--- src/rtl/lsu_pkg.sv ---
// lsu_pkg
//   Shared definitions for the load/store unit: memory-op encodings, access
//   sizes, the FSM state type, the wait-counter width and small op-decode
//   helpers used by both load_store_unit and lsu_lane_align.
package lsu_pkg;

  localparam logic [2:0] MEM_OP_LB  = 3'b000;
  localparam logic [2:0] MEM_OP_LH  = 3'b001;
  localparam logic [2:0] MEM_OP_LW  = 3'b010;
  localparam logic [2:0] MEM_OP_SB  = 3'b011;
  localparam logic [2:0] MEM_OP_LBU = 3'b100;
  localparam logic [2:0] MEM_OP_LHU = 3'b101;
  localparam logic [2:0] MEM_OP_SH  = 3'b110;
  localparam logic [2:0] MEM_OP_SW  = 3'b111;

  localparam logic [1:0] SIZE_BYTE = 2'd0;
  localparam logic [1:0] SIZE_HALF = 2'd1;
  localparam logic [1:0] SIZE_WORD = 2'd2;

  // Wide enough to hold the largest legal read latency (4).
  localparam int CNT_W = 3;

  typedef enum logic [2:0] {
    ST_IDLE     = 3'd0,
    ST_RD_ISSUE = 3'd1,
    ST_RD_WAIT  = 3'd2,
    ST_WR       = 3'd3,
    ST_DONE     = 3'd4
  } lsu_state_t;

  function automatic logic is_store(input logic [2:0] op);
    return (op == MEM_OP_SB) || (op == MEM_OP_SH) || (op == MEM_OP_SW);
  endfunction

  function automatic logic [1:0] op_size(input logic [2:0] op);
    case (op)
      MEM_OP_LH, MEM_OP_LHU, MEM_OP_SH: return SIZE_HALF;
      MEM_OP_LW, MEM_OP_SW:             return SIZE_WORD;
      default:                          return SIZE_BYTE;
    endcase
  endfunction

  function automatic logic is_unsigned_load(input logic [2:0] op);
    return (op == MEM_OP_LBU) || (op == MEM_OP_LHU);
  endfunction

  // Byte accesses can never be misaligned.
  function automatic logic is_misaligned(input logic [2:0] op, input logic [1:0] lo);
    case (op_size(op))
      SIZE_HALF: return lo[0];
      SIZE_WORD: return lo != 2'b00;
      default:   return 1'b0;
    endcase
  endfunction

endpackage

--- src/rtl/lsu_lane_align.sv ---
// lsu_lane_align
//   Purely combinational byte-lane steering for a 32-bit little-endian word RAM.
//   Store side: byte enables and lane-replicated write data.
//   Load side: lane byte/half extraction with sign or zero extension.
// Ports
//   op         in  3   memory op (lsu_pkg MEM_OP_* encoding)
//   lane       in  2   byte address bits [1:0]
//   store_data in  32  rt value for stores
//   rdata      in  32  raw RAM read word
//   be         out 4   byte enables for stores (bit i = bits [8i+7:8i])
//   wdata      out 32  replicated write data
//   load_ext   out 32  extended load result
module lsu_lane_align
  import lsu_pkg::*;
(
  input  logic [2:0]  op,
  input  logic [1:0]  lane,
  input  logic [31:0] store_data,
  input  logic [31:0] rdata,
  output logic [3:0]  be,
  output logic [31:0] wdata,
  output logic [31:0] load_ext
);

  logic [7:0]  lane_byte;
  logic [15:0] lane_half;
  logic        uns;

  always_comb begin
    be    = 4'b0000;
    wdata = store_data;
    case (op_size(op))
      SIZE_BYTE: begin
        be    = 4'b0001 << lane;
        wdata = {4{store_data[7:0]}};
      end
      SIZE_HALF: begin
        be    = lane[1] ? 4'b1100 : 4'b0011;
        wdata = {2{store_data[15:0]}};
      end
      default: begin
        be    = 4'b1111;
        wdata = store_data;
      end
    endcase
  end

  always_comb begin
    lane_byte = rdata[7:0];
    case (lane)
      2'd0: lane_byte = rdata[7:0];
      2'd1: lane_byte = rdata[15:8];
      2'd2: lane_byte = rdata[23:16];
      2'd3: lane_byte = rdata[31:24];
      default: lane_byte = rdata[7:0];
    endcase
    lane_half = lane[1] ? rdata[31:16] : rdata[15:0];
    uns       = is_unsigned_load(op);

    load_ext = rdata;
    case (op_size(op))
      SIZE_BYTE: load_ext = uns ? {24'h0, lane_byte} : {{24{lane_byte[7]}}, lane_byte};
      SIZE_HALF: load_ext = uns ? {16'h0, lane_half} : {{16{lane_half[15]}}, lane_half};
      default:   load_ext = rdata;
    endcase
  end

endmodule

--- src/rtl/load_store_unit.sv ---
// load_store_unit
//   Data-memory access stage after the ALU. Runs one load or store per request
//   on a synchronous word RAM, handling byte lanes, extension and misalignment,
//   and stalls the pipeline until the access completes.
//
//   Handshake: the CPU raises req and holds it (with mem_op/ram_address/
//   store_data stable) until done. req is sampled only in IDLE; the accept cycle
//   already stalls. done is a single-cycle pulse, misaligned is valid with it.
//   DONE never accepts, so consecutive accepts are at least one IDLE apart.
//
// Ports
//   clk, reset    clock, asynchronous active-high reset
//   req, mem_op, ram_address, store_data   request from the pipeline
//   stall, done, misaligned, load_data     status / result to the pipeline
//   mem_addr, mem_wdata, mem_be, mem_we, mem_re, mem_rdata   word RAM port
//   dbg_state     current FSM state (lsu_state_t encoding)
module load_store_unit
  import lsu_pkg::*;
#(
  parameter int ADDR_W     = 10,
  parameter int DATA_W     = 32,
  parameter int RD_LATENCY = 1
) (
  input  logic              clk,
  input  logic              reset,
  input  logic              req,
  input  logic [2:0]        mem_op,
  input  logic [ADDR_W-1:0] ram_address,
  input  logic [DATA_W-1:0] store_data,
  output logic              stall,
  output logic              done,
  output logic              misaligned,
  output logic [DATA_W-1:0] load_data,
  output logic [ADDR_W-3:0] mem_addr,
  output logic [DATA_W-1:0] mem_wdata,
  output logic [3:0]        mem_be,
  output logic              mem_we,
  output logic              mem_re,
  input  logic [DATA_W-1:0] mem_rdata,
  output logic [2:0]        dbg_state
);

  lsu_state_t        state, state_d;
  logic [CNT_W-1:0]  cnt;
  logic [2:0]        op_q;
  logic [ADDR_W-1:0] addr_q;
  logic [DATA_W-1:0] sd_q;
  logic              mis_q;
  logic [DATA_W-1:0] ld_q;

  logic [3:0]        be_a;
  logic [DATA_W-1:0] wdata_a;
  logic [DATA_W-1:0] ext_a;
  logic              req_mis;

  assign req_mis = is_misaligned(mem_op, ram_address[1:0]);

  lsu_lane_align u_align (
    .op         (op_q),
    .lane       (addr_q[1:0]),
    .store_data (sd_q),
    .rdata      (mem_rdata),
    .be         (be_a),
    .wdata      (wdata_a),
    .load_ext   (ext_a)
  );

  always_ff @(posedge clk or posedge reset) begin
    if (reset) state <= ST_IDLE;
    else       state <= state_d;
  end

  always_comb begin
    state_d = state;
    case (state)
      ST_IDLE: begin
        if (req) begin
          if (req_mis)               state_d = ST_DONE;
          else if (is_store(mem_op)) state_d = ST_WR;
          else                       state_d = ST_RD_ISSUE;
        end
      end
      ST_RD_ISSUE: state_d = ST_RD_WAIT;
      // The count reaches 0 on this cycle's decrement: the read data is valid now.
      ST_RD_WAIT:  if (cnt == CNT_W'(1)) state_d = ST_DONE;
      ST_WR:       state_d = ST_DONE;
      ST_DONE:     state_d = ST_IDLE;
      default:     state_d = ST_IDLE;
    endcase
  end

  always_ff @(posedge clk or posedge reset) begin
    if (reset) begin
      cnt    <= '0;
      op_q   <= '0;
      addr_q <= '0;
      sd_q   <= '0;
      mis_q  <= 1'b0;
      ld_q   <= '0;
    end else begin
      case (state)
        ST_IDLE: begin
          if (req) begin
            op_q   <= mem_op;
            addr_q <= ram_address;
            sd_q   <= store_data;
            mis_q  <= req_mis;
          end
        end
        ST_RD_ISSUE: cnt <= CNT_W'(RD_LATENCY);
        ST_RD_WAIT: begin
          cnt <= cnt - CNT_W'(1);
          if (cnt == CNT_W'(1)) ld_q <= ext_a;
        end
        default: ;
      endcase
    end
  end

  // Strobes decode the registered state only, so reset removes them at once.
  always_comb begin
    mem_re    = (state == ST_RD_ISSUE);
    mem_we    = (state == ST_WR);
    done      = (state == ST_DONE);
    mem_be    = (state == ST_WR) ? be_a : 4'b0000;
    mem_wdata = (state == ST_WR) ? wdata_a : '0;
    mem_addr  = (state != ST_IDLE) ? addr_q[ADDR_W-1:2] : '0;
    // Gated by reset so a held req cannot raise stall while the unit is in reset.
    stall     = !reset && (((state == ST_IDLE) && req) ||
                           ((state != ST_IDLE) && (state != ST_DONE)));
  end

  assign misaligned = mis_q;
  assign load_data  = ld_q;
  assign dbg_state  = state;

endmodule

--- config.mk ---
export PLATFORM = sky130hd
export DESIGN_NAME = load_store_unit
export DESIGN_NICKNAME = d
export VERILOG_FILES = /design/src/rtl/lsu_pkg.sv /design/src/rtl/lsu_lane_align.sv /design/src/rtl/load_store_unit.sv
export SDC_FILE = /design/constraint.sdc
export NUM_CORES = 1
export LEC_CHECK = 0
export CAP_MARGIN = 10
export CORE_ASPECT_RATIO = 1.2
export CORE_MARGIN = 2
export CORE_UTILIZATION = 41
export DETAILED_ROUTE_END_ITERATION = 8
export GPL_TIMING_DRIVEN = 0
export PLACE_DENSITY = 0.77
export SLEW_MARGIN = 20
export SYNTH_ARGS = -nofsm -noshare
export SYNTH_HDL_FRONTEND = slang
export SYNTH_SLANG_ARGS = --single-unit
--- constraint.sdc ---
create_clock -name clk -period 2.5 [get_ports clk]
set_input_delay 0.5 -clock clk [delete_from_list [all_inputs] [get_ports clk]]
set_output_delay 0.5 -clock clk [all_outputs]
set_load 0.01 [all_outputs]
## Word level (Yosys, flattened, before mapping)

Index checks and enable logic that the tools add are counted.

- Bits in registers: 84
- Output and inout port bits: 84
- Logic and storage cells: 76

- Add/subtract/negate cells: 1
- Eq/ne operators: 26
- Shifts and indexed selects: 1
- Multiplexer cells: 20
- Reduce and logical (&&, ||, !) cells: 21

Operators by type and width:

| operator | number |
|---|---|
| $pmux 32 s2 | 2 |
| $mux 32 | 3 |
| $pmux 8 s4 | 1 |
| $eq 3x3->1 const B | 8 |
| $mux 16 | 1 |
| $eq 3x2->1 const B | 5 |
| $eq 3x1->1 const B | 4 |
| $pmux 3 s4 | 1 |
| $mux 3 | 3 |
| $mux 4 | 2 |
| $mux 8 | 1 |
| $pmux 2 s2 | 2 |
| $pmux 4 s2 | 1 |
| $eq 2x1->1 const B | 3 |
| $eq 2x2->1 const B | 3 |
| $pmux 3 s2 | 1 |
| $reduce_and 2->1 | 3 |
| $reduce_or 3->1 | 2 |
| $logic_not 2->1 | 2 |
| $logic_or 1x1->1 | 4 |
| $ne 2x2->1 const B | 2 |
| $reduce_bool 2->1 | 2 |
| $reduce_or 2->1 | 2 |
| $shl 1x2->4 const A | 1 |
| 8 further kinds | 10 |

## Longest topological paths before layout

Gate-level depths: netlist of run 1.

- Depth in word-level cells: 8
- Mapped depth: 9
- Gate-level depth less buffers: 9

## Hierarchy

A second synthesis of run 1 with hierarchy kept.

- Cell total of the unflattened synthesis: 629
- Area total of the unflattened synthesis: 5677.9 µm²

Modules (own cells, without submodules):

| module | instances | cells an instance | area each (µm²) | sequential area each (µm²) |
|---|---|---|---|---|
| load_store_unit | 1 | 375 | 3943.8 | 2102.0 |
| lsu_lane_align | 1 | 254 | 1734.2 | 0.0 |

## Worst setup path after synthesis of run 1

No wires, ideal clock.

- Path type: flip-flop to output port
- Start point: register op_q[0]
- End point: output port mem_wdata[26]
- Arrival: 1.436 ns
- Required time: 2.000 ns
- Setup slack: 0.564 ns
- Stages on the path, launching flop included: 6
- Path buffers: 1
- Cells stage by stage: dfrtp_1 -> nand3b_1 -> nand2_1 -> buf_2 -> nand2_1 -> a311oi_1

- Cells in the longest elaborated chain, start to end: 6
- Elaborated cells on any way between the ends: 12

Ends and longest elaborated chain:

| item | RTL line | source |
|---|---|---|
| from (decl) | load_store_unit.sv:45 | `logic [2:0] op_q;` |
| from (signal assigned) | load_store_unit.sv:104 | `op_q <= mem_op;` |
| $eq 3x1->1 (tied with other cells) | lsu_pkg.sv:36 | `case (op)` |
| $reduce_or 3->1 or $reduce_or 2->1 (tied branches) | lsu_pkg.sv:36 |  |
| $pmux 2 s2 (*) | lsu_pkg.sv:36 |  |
| $eq 2x1->1 or $logic_not 2->1 (tied branches) | lsu_lane_align.sv:32 | `case (op_size(op))` |
| $pmux 32 s2 (*) | lsu_lane_align.sv:32 |  |
| $mux 32 (*) | load_store_unit.sv:126 | `mem_wdata = (state == ST_WR) ? wdata_a : '0;` |
| to (decl) | load_store_unit.sv:35 | `output logic [DATA_W-1:0] mem_wdata,` |

Mark *: on every way between the ends. The rest lies on a longest branch, timed or not.

## Worst setup path after layout of run 1

- Start point: register op_q[0]
- End point: output port mem_wdata[30]

Same word-level chain as after synthesis.

==> reports/metrics.cfg, run 1 <==
[timing]
rsz0062_at_grt=true
fin_crit_ns=2.54
slew_headroom_pct=55.8
worstMarginPinSlew_ns=0.662
finalMaxSlewViolations=0
finalCritPeriodShare_pct=102
holdWs_ns=0.501
tns_ns=-0.0797
worst_slack_ns=-0.0438
setup_viol=3
finClkSkew_ns=0.00711
hold_viol=0
fmax_mhz=393

[final_layout]
final_nets=755
areaGrowthSynthToFinish_pct=54.3
diodes=0
fin_cells=808
drive_above_1_share_pct=27.7

[floorplan]
initial_core_util_pct=41.6
rows=42
ios=164
core_area_um2=10900
fp.dieArea_um2=11900
die_w_um=100
die_y_um=119

[global_routing]
grt_max_degree=34
antenna_found_initial=0
grt_pass1_vias=4607
grt_pass1_wl_um=23000
grt.total_usage_pct=24.8
overflow=0

[drt]
routed_wirelength_um=14900
drt_first_pass_iters=5
wl_per_cell_um=18.5
drtIter0Drc=219
viasPerCell=5.56
ant_nets=0
vias=4489
drc=0

[worst_setup_path]
cp_max_fo=5
end_kind=output port
cp.arrival_ns=2.04
start_kind=flop
worstPathRequired_ns=2.00
r2r_slack_ns=0.39
critical_path_class=reg -> out

[status]
violations=negative setup slack
status=finished, violations left

[synthesis]
synth_edf_count=0
synthCells=475
synth_nets=559
yosysSeqAreaShare_pct=46.3
synth_async_sr_flop_share_pct=100
synth-seq-cells=84
ys_types=46
ys_warn_count=0
ys.flop_type=dfrtp_1
syn-cell-area_um2=4540
postSynthAreaPerCell_um2=9.56

[cts]
clk_pin_slew_ns=0.06
clkLatencyLatePin_ns=0.35
cts_tree=built
holdBufCountCts=0
ctsLongestPathBuffers=2
cts_num_sinks=84
cts.htree.levels=3
cts_buffers=9
cts_root_buf=clkbuf_16

[placed_design]
placed_cells_incl_taps=772
place.gp.congestion=0.888
place_hpwl_um=11100
place.port_buffers=163

[hold_path]
min_path_type=reg -> reg

[job]
cap_violations=0

[pwr]
powerDensity_nw_per_um2=1350
irDropWorstVdd_uv=522
leakage_nw=3.14

## cells in the mapped netlist, types with 3 or more instances
cell       n  area share [%]
nand2_1   89             7.4
dfrtp_1   84              46
mux2_2    52              13
a21oi_1   42             4.6
nor2_1    38             3.1
buf_2     16             1.8
a31oi_1   13             1.8
nor2b_1   11             1.5
o22ai_1   11             1.5
a21oi_2   10             1.9
and3_1    10             1.4
clkbuf_1  10            0.83
inv_1     10            0.83
o21ai_0   10             1.1
mux2i_1    9             2.0
a311oi_1   7             1.3
o211ai_1   6            0.99
nand2b_1   5            0.69
nand3_1    5            0.55
buf_4      4            0.66
ha_1       4             1.1
and2_1     3            0.41
nor3_1     3            0.33
## path summary, 6_finish.rpt
| check | start | endpoint | cells past startpoint |
|---|---|---|---|
| worst max register to register | dbg_state[2] | load_data[18] | 7 |
| worst min register to register | addr_q[7] | addr_q[7] | 1 |
| min in group asynchronous | reset | addr_q[9] | 2 |
| worst min-delay path | addr_q[7] | addr_q[7] | 1 |
| worst max-delay path | op_q[0] | mem_wdata[30] | 9 |
| max in group asynchronous | reset | load_data[0] | 3 |
## logic make-up (layout without fill, tap and decap cells)
logic type | count (synthesis) | in the layout | share of synthesized area (%)
muxes | 63 | 63 | 15.7
DFF | 84 | 84 | 46.3
adders and majority gates | 4 | 4 | 1.10
buffers and inverters | 42 | 243 | 4.41
xor gates and xnor gates | 1 | 1 | 0.193
and+or+nand+nor | 172 | 172 | 17.0
AOI/OAI and AO/OA | 109 | 109 | 15.4
## cell usage in the layout, fill, tap and decap left out, types with 3 or more instances in the layout
cell type,n
inv_1,9
mux2_2,52
nand3_1,4
dlygate4sd2_1,4
buf_2,23
dlymetal6s2s_1,7
o21ai_0,8
and3_1,10
nand2_1,82
a31oi_1,13
nor2_1,38
dfrtp_2,3
o211ai_1,6
buf_6,11
nand2b_4,3
dfrtp_1,81
clkbuf_8,7
clkbuf_16,9
a21oi_2,12
nand2_2,7
buf_4,18
a21oi_1,40
clkdlybuf4s50_1,126
mux2i_1,9
nor2b_1,11
clkbuf_2,10
ha_1,4
clkbuf_4,3
a311oi_2,6
clkdlybuf4s15_1,4
nand2b_1,3
o22ai_1,11
## sequential cells by signal, indices dropped and copies added, names as in the netlist
name        flops
addr_q         10
cnt             3
dbg_state       3
op_q            3
sd_q           32
load_data      32
misaligned      1
## critical path, stage by stage, from the launching register on
cell and delay [ns]:
dfrtp_2 0.41, buf_6 0.11, nand3b_1 0.16, buf_4 0.14, and2_4 0.13, buf_6 0.11, buf_6 0.13, nand2_2 0.06
a311oi_2 0.28, buf_2 0.17
## timing repair
| item | CTS | global route |
|---|---|---|
| cloned | 0 | 0 |
| buffers inserted | 13 | 8 |
| endpoints found under the hold margin | 0 | 0 |
| gates resized for setup | 112 | 60 |
| setup endpoints to repair | 47 | 39 |
| pin swaps | 1 | 7 |
## area by class of cell
cell class,count,area (um2)
Buffer,30,256
Timing Repair Buffer,186,1750
Clock buffer,12,267
Tap cell,132,165
Sequential cell,84,2110
Multi-Input combinational cell,349,2370
Inverter,11,46.3
Fill cell,875,3920
Clock inverter,4,55.1
## stage by stage
| step | total power [mW] | instance area, um2 | worst slack, ns | utilization [%] |
|---|---|---|---|---|
| floorplan | 5.36 | 4550 | 0.564 | - |
| global placement | 7.12 | 6340 | -0.255 | 58.0 |
| detailed placement | 7.31 | 6380 | -0.258 | 58.4 |
| CTS | 9.17 | 6910 | -0.00126 | 63.2 |
| global route | 10.0 | 7010 | -0.120 | 64.1 |
| finish | 9.45 | 7010 | -0.0438 | 64.1 |
## metal layers
| metal | vias up | track usage [%] | wire length, um |
|---|---|---|---|
| met2 | 202 | 44.2 | 7730 |
| li1 | 2052 | - | - |
| met4 | 0 | 9.16 | 454 |
| met1 | 2198 | 27.8 | 5540 |
| met5 | - | 0 | 0 |
| met3 | 37 | 7.10 | 1210 |
## power breakdown
| part | switching (mW) | internal [mW] |
|---|---|---|
| combinational | 2.71 | 2.74 |
| clock | 0.569 | 0.862 |
| sequential | 0.505 | 2.07 |
| total | 3.79 | 5.67 |
Power figures use the tool's default switching activity.
==> run 2: changes to the inputs <==
--- a/config.mk
+++ b/config.mk
@@ -8,10 +8,11 @@
 export CAP_MARGIN = 10
 export CORE_ASPECT_RATIO = 1.2
 export CORE_MARGIN = 2
-export CORE_UTILIZATION = 41
+export CORE_UTILIZATION = 57
 export DETAILED_ROUTE_END_ITERATION = 8
+export DONT_BUFFER_PORTS = 1
 export GPL_TIMING_DRIVEN = 0
-export PLACE_DENSITY = 0.77
+export PLACE_DENSITY = 0.75
 export SLEW_MARGIN = 20
 export SYNTH_ARGS = -nofsm -noshare
 export SYNTH_HDL_FRONTEND = slang
==> constraint.sdc (replaced) <==
create_clock -name clk -period 2.5 [get_ports clk]
set_input_delay 0.5 -clock clk [delete_from_list [all_inputs] [get_ports clk]]
set_output_delay 0.5 -clock clk [all_outputs]
set_load 0.05 [all_outputs]
==> run 2 against run 1 <==
Compared with the run above:
- the flow still finishes with violations (negative setup slack)
- non-clock buffer count is 167 lower
- hold slack worse by 0.39 ns
- first-iteration DRC count is 9.6% lower
- count of clock-buffer cells in the layout is 3 lower
- register-to-register slack worse by 0.33 ns
- design area is 18% lower
- critical path type unchanged
==> reports/metrics.cfg, run 2 (synthesized netlist as in run 1, its figures left out) <==
[status]
status=finished, violations left  ; unchanged
violations=negative setup slack  ; unchanged

[global_routing]
antenna_found_initial=0  ; unchanged
grt_pass1_vias=4059  ; was 4607
overflow=0  ; unchanged
grt.total_usage_pct=30.8  ; was 24.8%
grt_max_degree=31  ; was 34
grt_pass1_wl_um=20600  ; was 23000 um

[worst_setup_path]
cp.arrival_ns=2.13  ; was 2.04 ns
r2r_cells=8  ; was 7
rr_startpoint=dbg_state[2]  ; unchanged
cp_max_fo=6  ; was 5
worstPathRequired_ns=2.00  ; about the same
r2r_slack_ns=0.06  ; was 0.39 ns
critical_path_class=reg -> out  ; unchanged
end_kind=output port  ; unchanged
start_kind=flop  ; unchanged
rr_endpoint=sd_q[16]  ; was load_data[18]

[floorplan]
ios=164  ; unchanged
die_w_um=85.5  ; was 100 um
initial_core_util_pct=58.9  ; was 41.6%
fp.dieArea_um2=8700  ; was 11900 um2
die_y_um=102  ; was 119 um
core_area_um2=7710  ; was 10900 um2
rows=35  ; was 42

[job]
cap_violations=0  ; unchanged

[timing]
fmax_mhz=380  ; was 393 MHz
hold_viol=0  ; unchanged
rsz0062_at_grt=true  ; unchanged
worst_slack_ns=-0.130  ; was -0.0438 ns
finalCritPeriodShare_pct=105  ; was 102%
finalMaxSlewViolations=0  ; unchanged
worstMarginPinSlew_ns=0.731  ; was 0.662 ns
fin_crit_ns=2.63  ; was 2.54 ns
setup_viol=19  ; was 3
finClkSkew_ns=0.0141  ; was 0.00711 ns
slew_headroom_pct=51.2  ; was 55.8%
tns_ns=-1.41  ; was -0.0797 ns

[cts]
cts_buffers=9  ; unchanged
cts.htree.levels=3  ; unchanged
cts_root_buf=clkbuf_8  ; was clkbuf_16
cts_tree=built  ; unchanged
clkLatencyLatePin_ns=0.36  ; was 0.35 ns
ctsLongestPathBuffers=2  ; unchanged
clk_pin_slew_ns=0.10  ; was 0.06 ns
cts_num_sinks=84  ; unchanged
holdBufCountCts=0  ; unchanged

[drt]
vias=3802  ; was 4489
drc=0  ; unchanged
drt_first_pass_iters=5  ; unchanged
viasPerCell=6.32  ; was 5.56
drtIter0Drc=198  ; was 219
ant_nets=0  ; unchanged
routed_wirelength_um=13500  ; was 14900 um
wl_per_cell_um=22.4  ; was 18.5 um

[final_layout]
final_util_pct=74.3  ; was 64.1%
fin_cells=602  ; was 808
drive_above_1_share_pct=40.8  ; was 27.7%
mostFrequentLayoutCell=dfrtp_1  ; was clkdlybuf4s50_1
final_nets=589  ; was 755
final_cell_mix=79 x dfrtp_1, 77 x nand2_1, 52 x mux2_2  ; was 126 x clkdlybuf4s50_1, 82 x nand2_1, 81 x dfrtp_1
diodes=0  ; unchanged
areaGrowthSynthToFinish_pct=26.1  ; was 54.3%
fin_area_um2=5730  ; was 7010 um2

[placed_design]
place_area_um2=4760  ; was 6380 um2
place_hpwl_um=9550  ; was 11100 um
place.gp.congestion=0.839  ; was 0.888
place.port_buffers=0  ; was 163
placed_cells_incl_taps=569  ; was 772

[hold_path]
min_path_type=in -> async  ; was reg -> reg

## run 2: worst max-delay path by stage
stage	slack (ns)	endpoint	startpoint	cells after the start
floorplan	-0.33	mem_wdata[16]	dbg_state[1]	5
global placement	-0.66	mem_wdata[13]	dbg_state[1]	5
detailed placement	-0.70	mem_wdata[13]	dbg_state[1]	5
CTS	-0.13	mem_wdata[31]	dbg_state[1]	7
global route	-0.20	mem_wdata[31]	dbg_state[1]	7
finish	-0.13	mem_wdata[31]	dbg_state[1]	7
## run 2: timing repair
action                                  in CTS  in global routing
buffers inserted                            11                  4
pin swaps                                   15                 11
endpoints found under the setup margin      48                 51
gates cloned                                 2                  1
gates resized for setup                    136                 13
hold endpoints to repair                     0                  0
## run 2: critical path, stage by stage (launching register included)
cell and delay (ns):
dfrtp_2 0.55, buf_6 0.14, nor2b_4 0.18, buf_12 0.14, nand2_8 0.09, clkinvlp_4 0.26, o21ai_2 0.11, nor2_4 0.30
## run 2: through the flow
step / hold slack, ns / worst slack, ns
final: 0.116 / -0.130
after detailed placement: 0.493 / -0.700
after global routing: 0.169 / -0.199
after global placement: 0.482 / -0.657
after floorplan: 0.473 / -0.327
after CTS: 0.132 / -0.127
## run 2: routing by layer
layer,GRT usage [%],part of all wire [%]
met1,32.2,34
met4,12.1,2.6
met2,57.3,54
met5,0,0
met3,9.54,9.3
## run 2: area by class of cell
type                    instances  area [um2]
plain buffers                  30         260
clock buffers                   9         124
clock inverters                 7        51.3
fillers                       560        1980
inverters                      11        50.0
multi-input cells             350        2790
flip-flops and latches         84        2110
well taps                      92         115
repair buffers                 19         226
Power of run 2 is left out: the tool's default activity adds up to more than one toggle a clock period on the data nets, which glitch-free logic cannot reach.
